File: src/rtl/ccw_output_arbiter_pkg.sv
// Shared constants for the ring-router output-port controllers: flit width,
// requester indices and virtual-channel phase encodings.
package ccw_output_arbiter_pkg;

  localparam int DATA_WIDTH = 64;
  localparam int NREQ       = 3;

  localparam int REQ_CW  = 0;
  localparam int REQ_CCW = 1;
  localparam int REQ_PE  = 2;

  localparam logic PH_EVEN = 1'b0;
  localparam logic PH_ODD  = 1'b1;

endpackage

File: src/rtl/ccw_output_arbiter_rr_arbiter.sv
// Round-robin arbiter: combinational one-hot grant starting the search at the
// stored pointer; the pointer moves past the winner whenever a grant is issued.
module rr_arbiter
  import ccw_output_arbiter_pkg::*;
#(
  parameter int N = NREQ
) (
  input  logic         clk,
  input  logic         rst,
  input  logic         en,
  input  logic [N-1:0] req,
  output logic [N-1:0] gnt
);

  localparam int PW = (N > 1) ? $clog2(N) : 1;

  logic [PW-1:0] ptr_q, ptr_d;
  logic [PW:0]   sum;
  logic [PW-1:0] idx;
  logic          found;

  always_comb begin
    gnt   = '0;
    ptr_d = ptr_q;
    sum   = '0;
    idx   = '0;
    found = 1'b0;
    if (en) begin
      for (int k = 0; k < N; k++) begin
        sum = {1'b0, ptr_q} + (PW + 1)'(k);
        if (sum >= (PW + 1)'(N)) sum = sum - (PW + 1)'(N);
        idx = sum[PW-1:0];
        if (!found && req[idx]) begin
          found    = 1'b1;
          gnt[idx] = 1'b1;
          ptr_d    = (idx == PW'(N - 1)) ? '0 : idx + 1'b1;
        end
      end
    end
  end

  always_ff @(posedge clk) begin
    if (rst) ptr_q <= '0;
    else     ptr_q <= ptr_d;
  end

endmodule

File: src/rtl/ccw_output_arbiter.sv
// ccw outbound link controller: per-VC round-robin load into a one-flit
// buffer, with even/odd VCs alternating load and send under polarity.
module ccw_output_arbiter
  import ccw_output_arbiter_pkg::*;
#(
  parameter int DATA_WIDTH = ccw_output_arbiter_pkg::DATA_WIDTH,
  parameter int NREQ       = ccw_output_arbiter_pkg::NREQ
) (
  input  logic                       clk,
  input  logic                       rst,
  input  logic                       polarity,
  input  logic [NREQ-1:0]            req_even,
  input  logic [NREQ-1:0]            req_odd,
  input  logic [NREQ*DATA_WIDTH-1:0] din_even,
  input  logic [NREQ*DATA_WIDTH-1:0] din_odd,
  output logic [NREQ-1:0]            gnt_even,
  output logic [NREQ-1:0]            gnt_odd,
  input  logic                       ro,
  output logic                       so,
  output logic [DATA_WIDTH-1:0]      dout
);

  logic                  full_even_q, full_even_d;
  logic                  full_odd_q, full_odd_d;
  logic [DATA_WIDTH-1:0] buf_even_q, buf_even_d;
  logic [DATA_WIDTH-1:0] buf_odd_q, buf_odd_d;
  logic                  en_even, en_odd;
  logic                  send_even, send_odd;
  logic [DATA_WIDTH-1:0] win_even, win_odd;

  // Grant is suppressed while rst is high so nothing is offered mid-reset.
  assign en_even = !rst && (polarity == PH_EVEN) && !full_even_q;
  assign en_odd  = !rst && (polarity == PH_ODD)  && !full_odd_q;

  rr_arbiter #(.N(NREQ)) u_arb_even (
    .clk (clk),
    .rst (rst),
    .en  (en_even),
    .req (req_even),
    .gnt (gnt_even)
  );

  rr_arbiter #(.N(NREQ)) u_arb_odd (
    .clk (clk),
    .rst (rst),
    .en  (en_odd),
    .req (req_odd),
    .gnt (gnt_odd)
  );

  // The VC that is not loading this cycle is the one allowed to send.
  assign send_even = !rst && (polarity == PH_ODD)  && full_even_q && ro;
  assign send_odd  = !rst && (polarity == PH_EVEN) && full_odd_q  && ro;
  assign so        = send_even || send_odd;
  assign dout      = send_even ? buf_even_q : (send_odd ? buf_odd_q : '0);

  always_comb begin
    win_even = '0;
    win_odd  = '0;
    for (int i = 0; i < NREQ; i++) begin
      if (gnt_even[i]) win_even = din_even[i*DATA_WIDTH +: DATA_WIDTH];
      if (gnt_odd[i])  win_odd  = din_odd[i*DATA_WIDTH +: DATA_WIDTH];
    end
  end

  always_comb begin
    full_even_d = full_even_q;
    full_odd_d  = full_odd_q;
    buf_even_d  = buf_even_q;
    buf_odd_d   = buf_odd_q;
    if (|gnt_even) begin
      full_even_d = 1'b1;
      buf_even_d  = win_even;
    end else if (send_even) begin
      full_even_d = 1'b0;
    end
    if (|gnt_odd) begin
      full_odd_d = 1'b1;
      buf_odd_d  = win_odd;
    end else if (send_odd) begin
      full_odd_d = 1'b0;
    end
  end

  always_ff @(posedge clk) begin
    if (rst) begin
      full_even_q <= 1'b0;
      full_odd_q  <= 1'b0;
      buf_even_q  <= '0;
      buf_odd_q   <= '0;
    end else begin
      full_even_q <= full_even_d;
      full_odd_q  <= full_odd_d;
      buf_even_q  <= buf_even_d;
      buf_odd_q   <= buf_odd_d;
    end
  end

endmodule

File: config.mk
export PLATFORM = sky130hd
export DESIGN_NAME = ccw_output_arbiter
export DESIGN_NICKNAME = d
export VERILOG_FILES = /design/src/rtl/ccw_output_arbiter_pkg.sv /design/src/rtl/ccw_output_arbiter_rr_arbiter.sv /design/src/rtl/ccw_output_arbiter.sv
export SDC_FILE = /design/constraint.sdc
export NUM_CORES = 1
export LEC_CHECK = 0
export ABC_AREA = 1
export CAP_MARGIN = 20
export CORE_AREA = 2 2 179 181
export DETAILED_ROUTE_END_ITERATION = 16
export DIE_AREA = 0 0 181 183
export PLACE_DENSITY = 0.73
export SETUP_SLACK_MARGIN = 0.4
export SYNTH_ARGS = -nofsm -noshare
export SYNTH_HDL_FRONTEND = slang
export SYNTH_SLANG_ARGS = --single-unit
File: constraint.sdc
create_clock -name clk -period 3.35 [get_ports clk]
set_input_delay 0.335 -clock clk [delete_from_list [all_inputs] [get_ports clk]]
set_output_delay 0.335 -clock clk [all_outputs]
set_load 0.03 [all_outputs]
==> metrics.txt <==
post-synth top area share a little over a quarter; root buffer cell clkbuf_16; Starting Density approximately a third; Final min period approximately 2.8 ns; number of flops mapped to enable cells by yosys 0; first-pass GRT wire length ~63000 um; Total Wirelength approximately 43000 um; # rows 65; TritonCTS clock tree yes; P&R area growth vs syn 56.44%; vias in the first global route around 12000; die span in y between 150 and 200 um; sequential-to-total area share from yosys stat 26.88%; clock latency on the worst-skew pair around 0.41 ns; Psw 2.029 mW; Worst setup SP type flop; wire length per cell between 15 and 20 um; internal power 3.820 mW; actual slew at the worst max-slew pin just under 0.6 ns; via count between 10000 and 15000; fillers 3212; P per Cell Area 374.6 mW/mm^2; Initial DRC Count around 830; Antenna Nets Post-Route 0; post-synth top area cell dfxtp_1; DR pass1 iterations 7; Die X roughly 180 um; die footprint 0.03312 mm^2; Commonest cells post-synth nand2_1 (631), inv_1 (289), nor2_1 (161), a21oi_1 (135), dfxtp_1 (134); Final TNS setup 0 ns; vias per cell 4.727; max-slew violations 0; Crit. End Element primary output; crit path DAT ~2.5 ns; reg2reg setup slack between 0.5 and 0.6 ns; Nets 2607; Seq pwr share 32.5%; Cells after Synth roughly 1800; Syn Nets roughly 2200; # DRC 0; Syn Area/Cell 5.502 um^2; peak supply drop 0.3410 mV; CP top delay family buffers and inverters; final setup skew 0.01211 ns; Synth Warn # 0; clock power share 32.6%; Top Ports 465; Post-Synthesis Cell Area 0.009981 mm^2; Non-Filler Instances approximately 2600; Post-synth top flop dfxtp_1; Switching Share between 30% and 40%; Area contributors post-synth dfxtp_1 (27%), nand2_1 (24%), inv_1 (11%); Slowest-stage cell, CP dfxtp_1; ys async rst share 0%; final worst slack 0.5026 ns; Slew headroom 61.14%; Hold/Removal Path Class primary input to flop; P_leak about 7.1 nW; diode count 0; clk buf depth 2; GPL Wtd Cong 0.9320; Global Route Usage Sum ~24%; #FFs+latches synth roughly 130; Clock Sink Count 134; final setup violation count 0; Post-Place Setup Slack 0.5548 ns; Final Hold Violating Endpoints 0; Critical path buffers and inverters 5; fin crit share 85.00%; Gate power share around a third; cell with the most instances after synthesis nand2_1; Worst-path clk slew approximately 0.06 ns; synth unique cells 26; CP max FO 32; Setup CP Type flop to primary output; maximum number of pins on one net before global-route repair 67; layout cells sized above 1 9.513%; initial antenna violation count 0; CP Data Required Time between 3 and 4 ns; CORE AREA approximately 0.031 mm^2; placed cell count 2583; f_max between 300 and 400 MHz; slowest cell delay on critical path 0.37 ns; port buffer count 464; grt total ovfl 0; htree depth 4; critical-path cell list inv_1 -> ha_1 -> inv_1 -> nand3_1 -> nand3_1 -> inv_1 -> nand3_1 -> nand3_1 -> nand2_2 -> clkinv_8 -> buf_4; run status finished clean; CP most frequent cell nand3_1; CTS Buf Count 17; RSZ-0062 raised after global routing true; hpwl dp between 30000 and 40000 um; Max-Cap Viols 0
cell usage in the layout (no fill, tap or decap), types with 2 or more instances in the layout:
cell	netlist	routed
nand2_1	631	627
clkdlybuf4s50_1	0	392
inv_1	289	287
nor2_1	161	160
a21oi_1	135	134
dfxtp_1	134	134
nand3_1	115	114
o21ai_0	66	66
buf_4	15	66
o22ai_1	64	64
or2_2	51	51
buf_12	0	25
clkbuf_16	0	18
or2_1	13	13
inv_2	8	8
nand2_2	4	7
ha_1	8	7
clkinv_4	0	4
nand3b_1	3	3
nand4_1	3	3
nand3_2	2	3
inv_6	0	3
buf_6	2	3
nand2_4	1	2
nor2_4	1	2
clkinv_2	0	2
bufinv_16	0	2
clkinvlp_4	0	2
clkbuf_8	0	2
clkbuf_2	0	2
per-stage QoR:
stage | area [um^2] | utilization, % | hold WS, ns | total power [mW]
floorplan | 9981 | - | 0.4436 | 3.073
global placement | 14890 | 47.69 | 0.4527 | 3.894
global route | 15610 | 50.00 | 0.2304 | 6.204
detailed placement | 14890 | 47.69 | 0.4569 | 3.928
CTS | 15530 | 49.72 | 0.2048 | 5.854
finish | 15610 | 50.00 | 0.2371 | 5.849
layer usage:
metal	part of all wire, %	global-route usage [%]	vias up	routed length [um]
met4	2.5	6.894	0	1072
met2	46	39.02	453	19390
met3	6.0	3.793	55	2573
met1	46	33.61	5578	19510
met5	0	0	-	0
li1	-	-	6298	-
kinds of logic after synthesis:
kind of cell | share of synthesized area [%]
compound gates | 14.22
fa+ha+maj | 1.003
buf+inv | 17.19
flops | 26.88
simple gates | 40.72
cell type report:
cell class / instances / area (um^2) / share of cell area (%)
clock buffers: 19 / 442.9 / 2.837
multi-input cells: 1262 / 5642 / 36.13
well taps: 402 / 503.0 / 3.221
inverters: 297 / 1130 / 7.236
repair buffers: 493 / 5067 / 32.45
flip-flops and latches: 134 / 2683 / 17.18
clock inverters: 13 / 146.4 / 0.9376
power groups by stage:
stage,registers (mW),logic [mW],clock network (mW)
2_1_floorplan,1.89,1.18,0
3_3_place_gp,1.93,1.97,0
3_5_place_dp,1.93,2.00,0
4_1_cts,1.90,2.02,1.94
5_1_grt,1.92,2.27,2.01
6_report,1.90,2.04,1.90
registers in the layout, summed over array words and instances, names as in the netlist:
name	flops
u_arb_even.ptr_q	2
u_arb_odd.ptr_q	2
full_even_q	1
buf_odd_q	64
full_odd_q	1
buf_even_q	64
path summary, 6_finish.rpt:
path | start | end | depth (start not counted)
max reg2reg | u_arb_even.ptr_q[0]$_SDFFE_PP0P_ | buf_even_q[63]$_SDFFE_PP0P_ | 18
max | u_arb_even.ptr_q[0]$_SDFFE_PP0P_ | gnt_even[2] | 11
min reg2reg | buf_odd_q[38]$_SDFFE_PP0P_ | buf_odd_q[38]$_SDFFE_PP0P_ | 2
min | rst | u_arb_even.ptr_q[1]$_SDFFE_PP0P_ | 2
timing repair:
action                                 4_1_cts  5_1_grt
buffers inserted                             0        2
pin swaps                                    0        1
setup endpoints to repair                    5       99
hold buffers                                 0        0
endpoints found under the hold margin        0        0
gates resized for setup                      5       18
gates cloned                                 1        2
Note: power is estimated with default switching activity, not from simulation.
